===== src/rtl/muldiv_ctrl.sv =====
// Multi-cycle MULT/MULTU/DIV/DIVU sequencer for the EX stage: stalls the pipe while
// it works, then pulses one HI/LO write. Divide is 32-step radix-2 restoring.
module muldiv_ctrl #(
  parameter int MUL_CYCLES = 2
) (
  input  logic        clk,
  input  logic        resetn,
  input  logic        start,
  input  logic [1:0]  op,
  input  logic [31:0] src_a,
  input  logic [31:0] src_b,
  input  logic        cancel,
  output logic        stall_o,
  output logic        hilo_we,
  output logic [31:0] hi_o,
  output logic [31:0] lo_o
);

  typedef enum logic [1:0] {IDLE, BUSY, DONE} state_t;

  localparam logic [4:0] MUL_LAST = 5'(MUL_CYCLES - 1);
  localparam logic [4:0] DIV_LAST = 5'd31;

  state_t      state;
  logic [4:0]  cnt;
  logic        is_div;
  logic        is_signed;
  logic        sign_a;
  logic        sign_b;
  // For divide, opa is the dividend shift register that fills with quotient bits.
  logic [31:0] opa;
  logic [31:0] opb;
  logic [31:0] rem;

  logic        accept;
  logic        signed_op;
  logic [31:0] abs_a;
  logic [31:0] abs_b;
  logic [32:0] trial;
  logic [31:0] rem_next;
  logic [31:0] quo_next;
  logic [31:0] div_hi;
  logic [31:0] div_lo;
  logic [63:0] ma;
  logic [63:0] mb;
  logic [63:0] product;

  assign accept    = (state == IDLE) && start && !cancel;
  assign stall_o   = accept || ((state == BUSY) && !cancel);
  assign signed_op = ~op[0];

  // NOTE: every always_comb output gets a value on every path, so no latches appear.
  always_comb begin
    abs_a    = (signed_op && src_a[31]) ? -src_a : src_a;
    abs_b    = (signed_op && src_b[31]) ? -src_b : src_b;
    trial    = {rem, opa[31]} - {1'b0, opb};
    rem_next = trial[32] ? {rem[30:0], opa[31]} : trial[31:0];
    quo_next = {opa[30:0], ~trial[32]};
    div_lo   = (sign_a ^ sign_b) ? -quo_next : quo_next;
    div_hi   = sign_a ? -rem_next : rem_next;
    // Extending to 64 bits first makes the low 64 bits of the product exact for both signednesses.
    ma       = {{32{is_signed & opa[31]}}, opa};
    mb       = {{32{is_signed & opb[31]}}, opb};
    product  = ma * mb;
  end

  // NOTE: sequential state uses non-blocking assignments so every flop sees pre-edge values.
  always_ff @(posedge clk or negedge resetn) begin
    if (!resetn) begin
      state     <= IDLE;
      cnt       <= '0;
      is_div    <= 1'b0;
      is_signed <= 1'b0;
      sign_a    <= 1'b0;
      sign_b    <= 1'b0;
      opa       <= '0;
      opb       <= '0;
      rem       <= '0;
      hilo_we   <= 1'b0;
      hi_o      <= '0;
      lo_o      <= '0;
    end else begin
      hilo_we <= 1'b0;
      case (state)
        IDLE: begin
          if (accept) begin
            cnt       <= '0;
            rem       <= '0;
            is_div    <= op[1];
            is_signed <= signed_op;
            sign_a    <= op[1] & signed_op & src_a[31];
            sign_b    <= op[1] & signed_op & src_b[31];
            if (op[1] && (src_b == 32'd0)) begin
              hi_o    <= src_a;
              lo_o    <= 32'hFFFF_FFFF;
              hilo_we <= 1'b1;
              state   <= DONE;
            end else begin
              opa   <= op[1] ? abs_a : src_a;
              opb   <= op[1] ? abs_b : src_b;
              state <= BUSY;
            end
          end
        end
        BUSY: begin
          if (cancel) begin
            state <= IDLE;
          end else if (is_div) begin
            rem <= rem_next;
            opa <= quo_next;
            cnt <= cnt + 5'd1;
            if (cnt == DIV_LAST) begin
              hi_o    <= div_hi;
              lo_o    <= div_lo;
              hilo_we <= 1'b1;
              state   <= DONE;
            end
          end else begin
            cnt <= cnt + 5'd1;
            if (cnt == MUL_LAST) begin
              hi_o    <= product[63:32];
              lo_o    <= product[31:0];
              hilo_we <= 1'b1;
              state   <= DONE;
            end
          end
        end
        DONE:    state <= IDLE;
        default: state <= IDLE;
      endcase
    end
  end

endmodule


===== config.mk =====
export PLATFORM = sky130hd
export DESIGN_NAME = muldiv_ctrl
export DESIGN_NICKNAME = d
export VERILOG_FILES = /design/src/rtl/muldiv_ctrl.sv
export SDC_FILE = /design/constraint.sdc
export NUM_CORES = 2
export LEC_CHECK = 0
export CORE_MARGIN = 1
export CORE_UTILIZATION = 25
export DETAILED_ROUTE_END_ITERATION = 8
export PLACE_DENSITY = 0.37
export SLEW_MARGIN = 20
export SYNTH_ARGS = -nofsm -noshare
export SYNTH_HDL_FRONTEND = slang
export SYNTH_SLANG_ARGS = --single-unit

===== constraint.sdc =====
create_clock -name clk -period 7.7 [get_ports clk]
set_input_delay 1.54 -clock clk [delete_from_list [all_inputs] [get_ports clk]]
set_output_delay 1.54 -clock clk [all_outputs]
set_load 0.05 [all_outputs]

Yosys cells after proc, flatten, opt, wreduce, memory -nomap -nowiden --
Index checks and enable logic that the tools add are counted.
Storage, ports and cells: memory bits (writable) 0, register bits 172, memory bits (read-only) 0, latch bits 0, output and inout bits 66, word-level logic and storage cells 105, input port bits 70, memories kept 0
Operators by class: shifts and indexed selects 0, mux-type cells 47, bitwise logic cells 9, add/subtract/negate cells 6, equal/unequal tests 12, reductions and logical operators 18, magnitude comparators 0, div/mod/pow operators 0, $mul 1
Operators with widths (number):
- $mux W32 | 26
- $pmux W32 S2 | 4
- $neg A32 Y32 | 4
- $mul A33 B33 Y64 | 1
- $sub A33 B32 Y33 | 1
- $logic_not A32 Y1 | 1
- $mux W2 | 6
- $mux W5 | 2
- $pmux W5 S2 | 1
- $reduce_and A3 Y1 | 3
- $ne A2 B2 Y1 const B | 4
- $ne A4 B3 Y1 const B | 2
- $logic_and A1 B1 Y1 | 6
- $mux W1 | 6
- $ne A3 B2 Y1 const B | 2
- $reduce_and A6 Y1 | 1
- $add A5 B1 Y5 const B | 1
- $and A1 B1 Y1 | 5
- $eq A5 B1 Y1 const B | 1
- $eq A5 B5 Y1 const B | 1
- $reduce_and A5 Y1 | 1
- $pmux W2 S2 | 1
- $reduce_and A4 Y1 | 1
- $not A1 Y1 | 3
- 9 further kinds | 9

Logic depth before layout (Yosys ltp) --
depth in word-level cells 8, mapped depth 33, mapped depth without buffers 30

Least setup slack after synthesis --
Ideal clock, no wire load.
path kind register to register, start point register opa[31], end point register hi_o[29], clock period less this slack 8.474 ns, buffers on the path 2, arrival 8.401 ns, required time 7.627 ns, slack -0.774 ns, cell stages (with the launch flop) 31, library setup time 0.073 ns, path through dfrtp_1 > and2_1 > clkbuf_1 > nand2_1 > inv_1 > fa_1 > fa_1 > fa_1 > inv_1 > fa_1 > inv_1 > fa_1 > fa_1 > fa_1 > inv_1 > fa_1 > inv_1 > ha_1 > clkbuf_1 > nand2_1 > o211ai_1 > a21oi_1 > nor4_1 > o211ai_1 > o31ai_1 > or4b_1 > a21boi_1 > o21ai_1 > xor2_1 > or3_1 > a21oi_2
Between the ends: cells in the longest elaborated chain, start to end 8, elaborated cells between the ends (all ways) 11, classes of those cells 2 x add/sub; 1 x mul; 7 x mux; 1 x bitwise
Ends and longest elaborated chain:
- from (decl) | RTL line 31 | logic [31:0] opa;
- from (signal assigned) | RTL line 99 | opa <= op[1] ? abs_a : src_a;
- from (signal assigned) | RTL line 110 | opa <= quo_next;
- $sub A33 B32 Y33 | RTL line 56 | trial = {rem, opa[31]} - {1'b0, opb};
- $mux W32 | RTL line 57 | rem_next = trial[32] ? {rem[30:0], opa[31]} : trial[31:0];
- $neg A32 Y32 | RTL line 60 | div_hi = sign_a ? -rem_next : rem_next;
- $mux W32 | RTL line 60
- $mux W32 | RTL line 112 | if (cnt == DIV_LAST) begin
- $mux W32 (*) | RTL line 108 | end else if (is_div) begin
- $mux W32 (*) | RTL line 106 | if (cancel) begin
- $pmux W32 S2 (*) | RTL line 84 | case (state)
- to (signal assigned) | RTL line 94 | hi_o <= src_a;
- to (signal assigned) | RTL line 113 | hi_o <= div_hi;
- to (signal assigned) | RTL line 121 | hi_o <= product[63:32];
- to (decl) | RTL line 15 | output logic [31:0] hi_o,
Every way passes the cells marked *; elsewhere a longest branch is shown, timed or not. The select of a mux whose other input is x is not followed. A chain may end at the register's enable or synchronous reset.

Worst setup path after layout --
start point register opa[7], end point register hi_o[25]
Between the ends: cells in the longest elaborated chain, start to end 5
Ends and longest elaborated chain:
- $mul A33 B33 Y64 | RTL line 64 | product = ma * mb;
- $mux W32 | RTL line 120 | if (cnt == MUL_LAST) begin
- $mux W32 | RTL line 108
- $mux W32 | RTL line 106
- $pmux W32 S2 | RTL line 84
Every way passes these cells. The select of a mux whose other input is x is not followed.

==> results_tabular.tex <==
\begin{tabular}{lr}
\hline
Metric & Value \\
\hline
\multicolumn{2}{l}{\textbf{STA}} \\
Hold WS & 0.492 ns \\
Max Clock Skew & 0.0163 ns \\
Setup ws final & -0.691 ns \\
Total of endpoints with negative setup slack in the final report & 29 \\
Fmax & 119 MHz \\
Portion of the clock cycle consumed by the worst path in the final layout & 1.09 \\
Hold Violations, Final & 0 \\
Worst rel slew slack & 0.299 \\
Pin slew with the least headroom to its limit & 1.05 ns \\
Final number of max-transition violations & 0 \\
Setup repair after global routing missed its margin & yes \\
Final worst path period need & 8.39 ns \\
\multicolumn{2}{l}{\textbf{CTS}} \\
Clk buf depth & 2 \\
Clock buffers created by TritonCTS & 17 \\
Number of H-tree levels & 4 \\
TritonCTS clock tree & done \\
Clock latency of the later-clocked register in the worst-skew pair & 0.49 ns \\
Clock-pin slew on the worst setup and hold paths & 0.08 ns \\
CTS root buffer & sky130\_fd\_sc\_hd\_\_clkbuf\_16 \\
Clock tree sinks & 172 \\
Hold buffer count at CTS & 0 \\
\multicolumn{2}{l}{\textbf{Worst setup path}} \\
Crit-path max FO & 5 \\
Arrival @ worst endpoint & 8.77 ns \\
Critical path's slowest cell & sky130\_fd\_sc\_hd\_\_fa\_2 \\
Startpoint type of the worst setup path & register \\
Register-to-register path setup slack & -0.69 ns \\
Worst setup path category & reg2reg \\
Sort of element at the end of the critical path & register \\
Critical Path Most Common Cell & sky130\_fd\_sc\_hd\_\_fa\_2 \\
Largest incremental delay on the critical path & 0.64 ns \\
WP data required & 8.08 ns \\
\multicolumn{2}{l}{\textbf{Finish}} \\
Fraction of final layout cells sized beyond drive strength 1 & 0.152 \\
Post-layout instance area & 61800 µm² \\
Layout overhead on the synthesized area & 22.7\% \\
Cell Count, Final, Fillers Out & 8927 \\
Final Net Count & 7702 \\
\multicolumn{2}{l}{\textbf{GRT}} \\
Global-route wire length before repair & 297 mm \\
Antenna violations before repair & 14 \\
Number of global-route vias before repair & 43900 \\
Remaining Overflow, GRT & 0 \\
Total global routing track utilization & 0.197 \\
Largest net degree at the start of global routing & 76 \\
\multicolumn{2}{l}{\textbf{Synthesis}} \\
Compound-gate portion of the synthesized area & 0.0902 \\
Gate count after technology mapping & 5790 \\
Cell types occupying the most area after synthesis & sky130\_fd\_sc\_hd\_\_fa\_1 45\%, sky130\_fd\_sc\_hd\_\_inv\_1 8.8\%, sky130\_fd\_sc\_hd\_\_dfrtp\_1 8.5\% \\
Unique cell type count in the Yosys netlist & 88 \\
Most area-hungry cell type in the Yosys netlist & sky130\_fd\_sc\_hd\_\_fa\_1 \\
Post-synthesis net count & 7238 \\
Share of the synthesized area in the top cell type & 0.448 \\
Top FF cell, synth & sky130\_fd\_sc\_hd\_\_dfrtp\_1 \\
Adder and majority cell fraction of the synthesized area & 0.510 \\
Post-Syn Area per Cell & 8.70 µm² \\
Share of flip-flops with an asynchronous set or reset & 1.00 \\
Sequential cell area fraction in the yosys report & 0.0855 \\
Simple-gate portion of the synthesized area & 0.158 \\
Number of enable-type register cells in the synthesized netlist & 0 \\
Largest family of logic cells by synthesized area & adder cells \\
Post-synthesis cell area & 50300 µm² \\
Post-synthesis xor/xnor area fraction & 0.0363 \\
Count of warnings emitted by yosys & 0 \\
Share of cell area taken by muxes after synthesis & 0.00532 \\
Flip-flop and latch count after synthesis & 172 \\
\multicolumn{2}{l}{\textbf{Floorplan}} \\
Initial cell density of the core & 0.252 \\
Die footprint & 203000 µm² \\
Number of cell rows & 164 \\
Horizontal die dimension & 451 µm \\
Area of the core & 200000 µm² \\
Number of top-level pins & 136 \\
Vertical die dimension & 451 µm \\
\multicolumn{2}{l}{\textbf{Route}} \\
Via count & 40700 \\
Iter 0 DRT Violations & 2327 \\
Sum of routed wire length over all layers & 198 mm \\
Drt via density & 4.55 \\
Post-route ant nets & 0 \\
Post-detailed-route wirelength per cell & 22.2 µm \\
Number of detailed-routing iterations run before antenna repair & 5 \\
DRC & 0 \\
\multicolumn{2}{l}{\textbf{Outcome}} \\
Violations in the final reports & setup timing \\
Outcome & finished with violations \\
\multicolumn{2}{l}{\textbf{Place}} \\
Pre-CTS setup slack & -0.947 ns \\
Global placement routability congestion & 0.871 \\
Detail Placement HPWL & 170 mm \\
Placed standard-cell area & 59400 µm² \\
IO Port Bufs & 135 \\
Total placed cells including tap cells & 8831 \\
\multicolumn{2}{l}{\textbf{Worst hold path}} \\
Hold WC Path Type & reg2reg \\
\multicolumn{2}{l}{\textbf{Flow run}} \\
Max-cap violations & 0 \\
\hline
\end{tabular}
==> final timing paths <==
check | start | end | cells after the start
setup reg to reg | opa[7]$_DFFE_PN0P_ | hi_o[25]$_DFFE_PN0P_ | 31
hold reg to reg | hi_o[5]$_DFFE_PN0P_ | hi_o[5]$_DFFE_PN0P_ | 2
max in group asynchronous | resetn | opa[19]$_DFFE_PN0P_ | 2
setup / recovery | opa[7]$_DFFE_PN0P_ | hi_o[25]$_DFFE_PN0P_ | 31
hold / removal | hi_o[5]$_DFFE_PN0P_ | hi_o[5]$_DFFE_PN0P_ | 2
min in group asynchronous | resetn | hi_o[21]$_DFFE_PN0P_ | 1
==> synth_stat cells (5+ instances only) <==
cell type,n
sky130_fd_sc_hd__and3_1,34
sky130_fd_sc_hd__and4_1,5
sky130_fd_sc_hd__o22ai_1,13
sky130_fd_sc_hd__inv_1,1182
sky130_fd_sc_hd__a22oi_1,6
sky130_fd_sc_hd__fa_1,1126
sky130_fd_sc_hd__o221ai_1,5
sky130_fd_sc_hd__or2_2,17
sky130_fd_sc_hd__a21o_1,48
sky130_fd_sc_hd__dfrtp_1,172
sky130_fd_sc_hd__nor2b_1,9
sky130_fd_sc_hd__a211o_1,6
sky130_fd_sc_hd__xnor2_1,125
sky130_fd_sc_hd__a21oi_1,247
sky130_fd_sc_hd__nor4_1,24
sky130_fd_sc_hd__o211ai_1,17
sky130_fd_sc_hd__or4_1,12
sky130_fd_sc_hd__or3_1,36
sky130_fd_sc_hd__ha_1,252
sky130_fd_sc_hd__o21a_1,22
sky130_fd_sc_hd__nand4_1,9
sky130_fd_sc_hd__a211oi_1,29
sky130_fd_sc_hd__nor2_1,273
sky130_fd_sc_hd__nor3_1,48
sky130_fd_sc_hd__o21ai_1,11
sky130_fd_sc_hd__a22o_1,5
sky130_fd_sc_hd__nor4b_1,5
sky130_fd_sc_hd__nand3_1,31
sky130_fd_sc_hd__clkbuf_1,302
sky130_fd_sc_hd__a31oi_1,30
sky130_fd_sc_hd__o21bai_1,5
sky130_fd_sc_hd__a221oi_1,5
sky130_fd_sc_hd__nand2b_1,20
sky130_fd_sc_hd__xor2_1,82
sky130_fd_sc_hd__and2_1,317
sky130_fd_sc_hd__mux2i_1,23
sky130_fd_sc_hd__nand2_1,875
sky130_fd_sc_hd__o31ai_1,24
sky130_fd_sc_hd__o41ai_1,8
sky130_fd_sc_hd__o21ai_0,201
sky130_fd_sc_hd__buf_2,5
sky130_fd_sc_hd__buf_1,39
==> kinds of logic (layout without fill, tap and decap cells) <==
family / Yosys count / count (layout)
buffers and inverters: 1533 / 2010
AOI/OAI and AO/OA: 742 / 742
and+or+nand+nor: 1731 / 1731
DFF: 172 / 172
other: 0 / 4
adders and majority gates: 1378 / 1378
muxes: 26 / 26
xor gates and xnor gates: 208 / 208
==> critical path: cells and delay by family (launching register included) <==
kind / cells / cell delay, ns
DFF: 1 / 0.43
AOI/OAI and AO/OA: 7 / 1.11
adders and majority gates: 9 / 4.23
buffers and inverters: 10 / 1.33
xor gates and xnor gates: 1 / 0.13
and+or+nand+nor: 4 / 1.02
==> state kept, by name, summed over array words and instances (netlist names), 2 cells and up <==
signal and cells:
rem 32, opb 32, hi_o 32, cnt 5, opa 32, state 2
lo_o 32
==> layout by cell type, fill, tap and decap left out, types with 36 or more instances in the layout <==
master,count
sky130_fd_sc_hd__inv_1,1153
sky130_fd_sc_hd__fa_1,1099
sky130_fd_sc_hd__nand2_1,865
sky130_fd_sc_hd__buf_4,536
sky130_fd_sc_hd__and2_1,307
sky130_fd_sc_hd__nor2_1,267
sky130_fd_sc_hd__ha_1,229
sky130_fd_sc_hd__a21oi_1,216
sky130_fd_sc_hd__o21ai_0,168
sky130_fd_sc_hd__dfrtp_1,156
sky130_fd_sc_hd__clkdlybuf4s50_1,134
sky130_fd_sc_hd__xnor2_1,115
sky130_fd_sc_hd__buf_12,99
sky130_fd_sc_hd__xor2_1,76
sky130_fd_sc_hd__a21o_1,48
sky130_fd_sc_hd__nor3_1,44
sky130_fd_sc_hd__or3_1,36
==> cell type report <==
class                           count  area, µm²
Antenna cell                        4       10.0
Clock buffer                       20        457
Clock inverter                     12        155
Fill cell                       21500     138000
Inverter                         1185       4460
Multi-Input combinational cell   4085      41400
Sequential cell                   172       4330
Tap cell                         2656       3320
Timing Repair Buffer              793       7650
==> timing repair <==
action	CTS	global route
resized for setup	170	111
cloned	1	0
pin swaps	70	89
setup endpoints to repair	36	38
hold endpoints to repair	0	0
setup buffers	44	20
==> per-stage QoR <==
| stage | util | TNS (ns) |
|---|---|---|
| after detailed placement | 0.297 | -20.56 |
| final | 0.309 | -9.33 |
| after CTS | 0.306 | -9.66 |
| after global routing | 0.309 | -17.37 |
| after global placement | 0.297 | -20.12 |
| after floorplan | - | -1.76 |
==> metal layers <==
| layer | part of all wire | wire length (µm) | global-route usage |
|---|---|---|---|
| met5 | 0 | 0 | 0 |
| met4 | 0.016 | 3250 | 0.0294 |
| met3 | 0.024 | 4800 | 0.00824 |
| met2 | 0.53 | 105000 | 0.365 |
| met1 | 0.43 | 84600 | 0.257 |
Power is left out: the tool's default activity adds up to more than one toggle a clock period on the data nets, which glitch-free logic cannot reach.
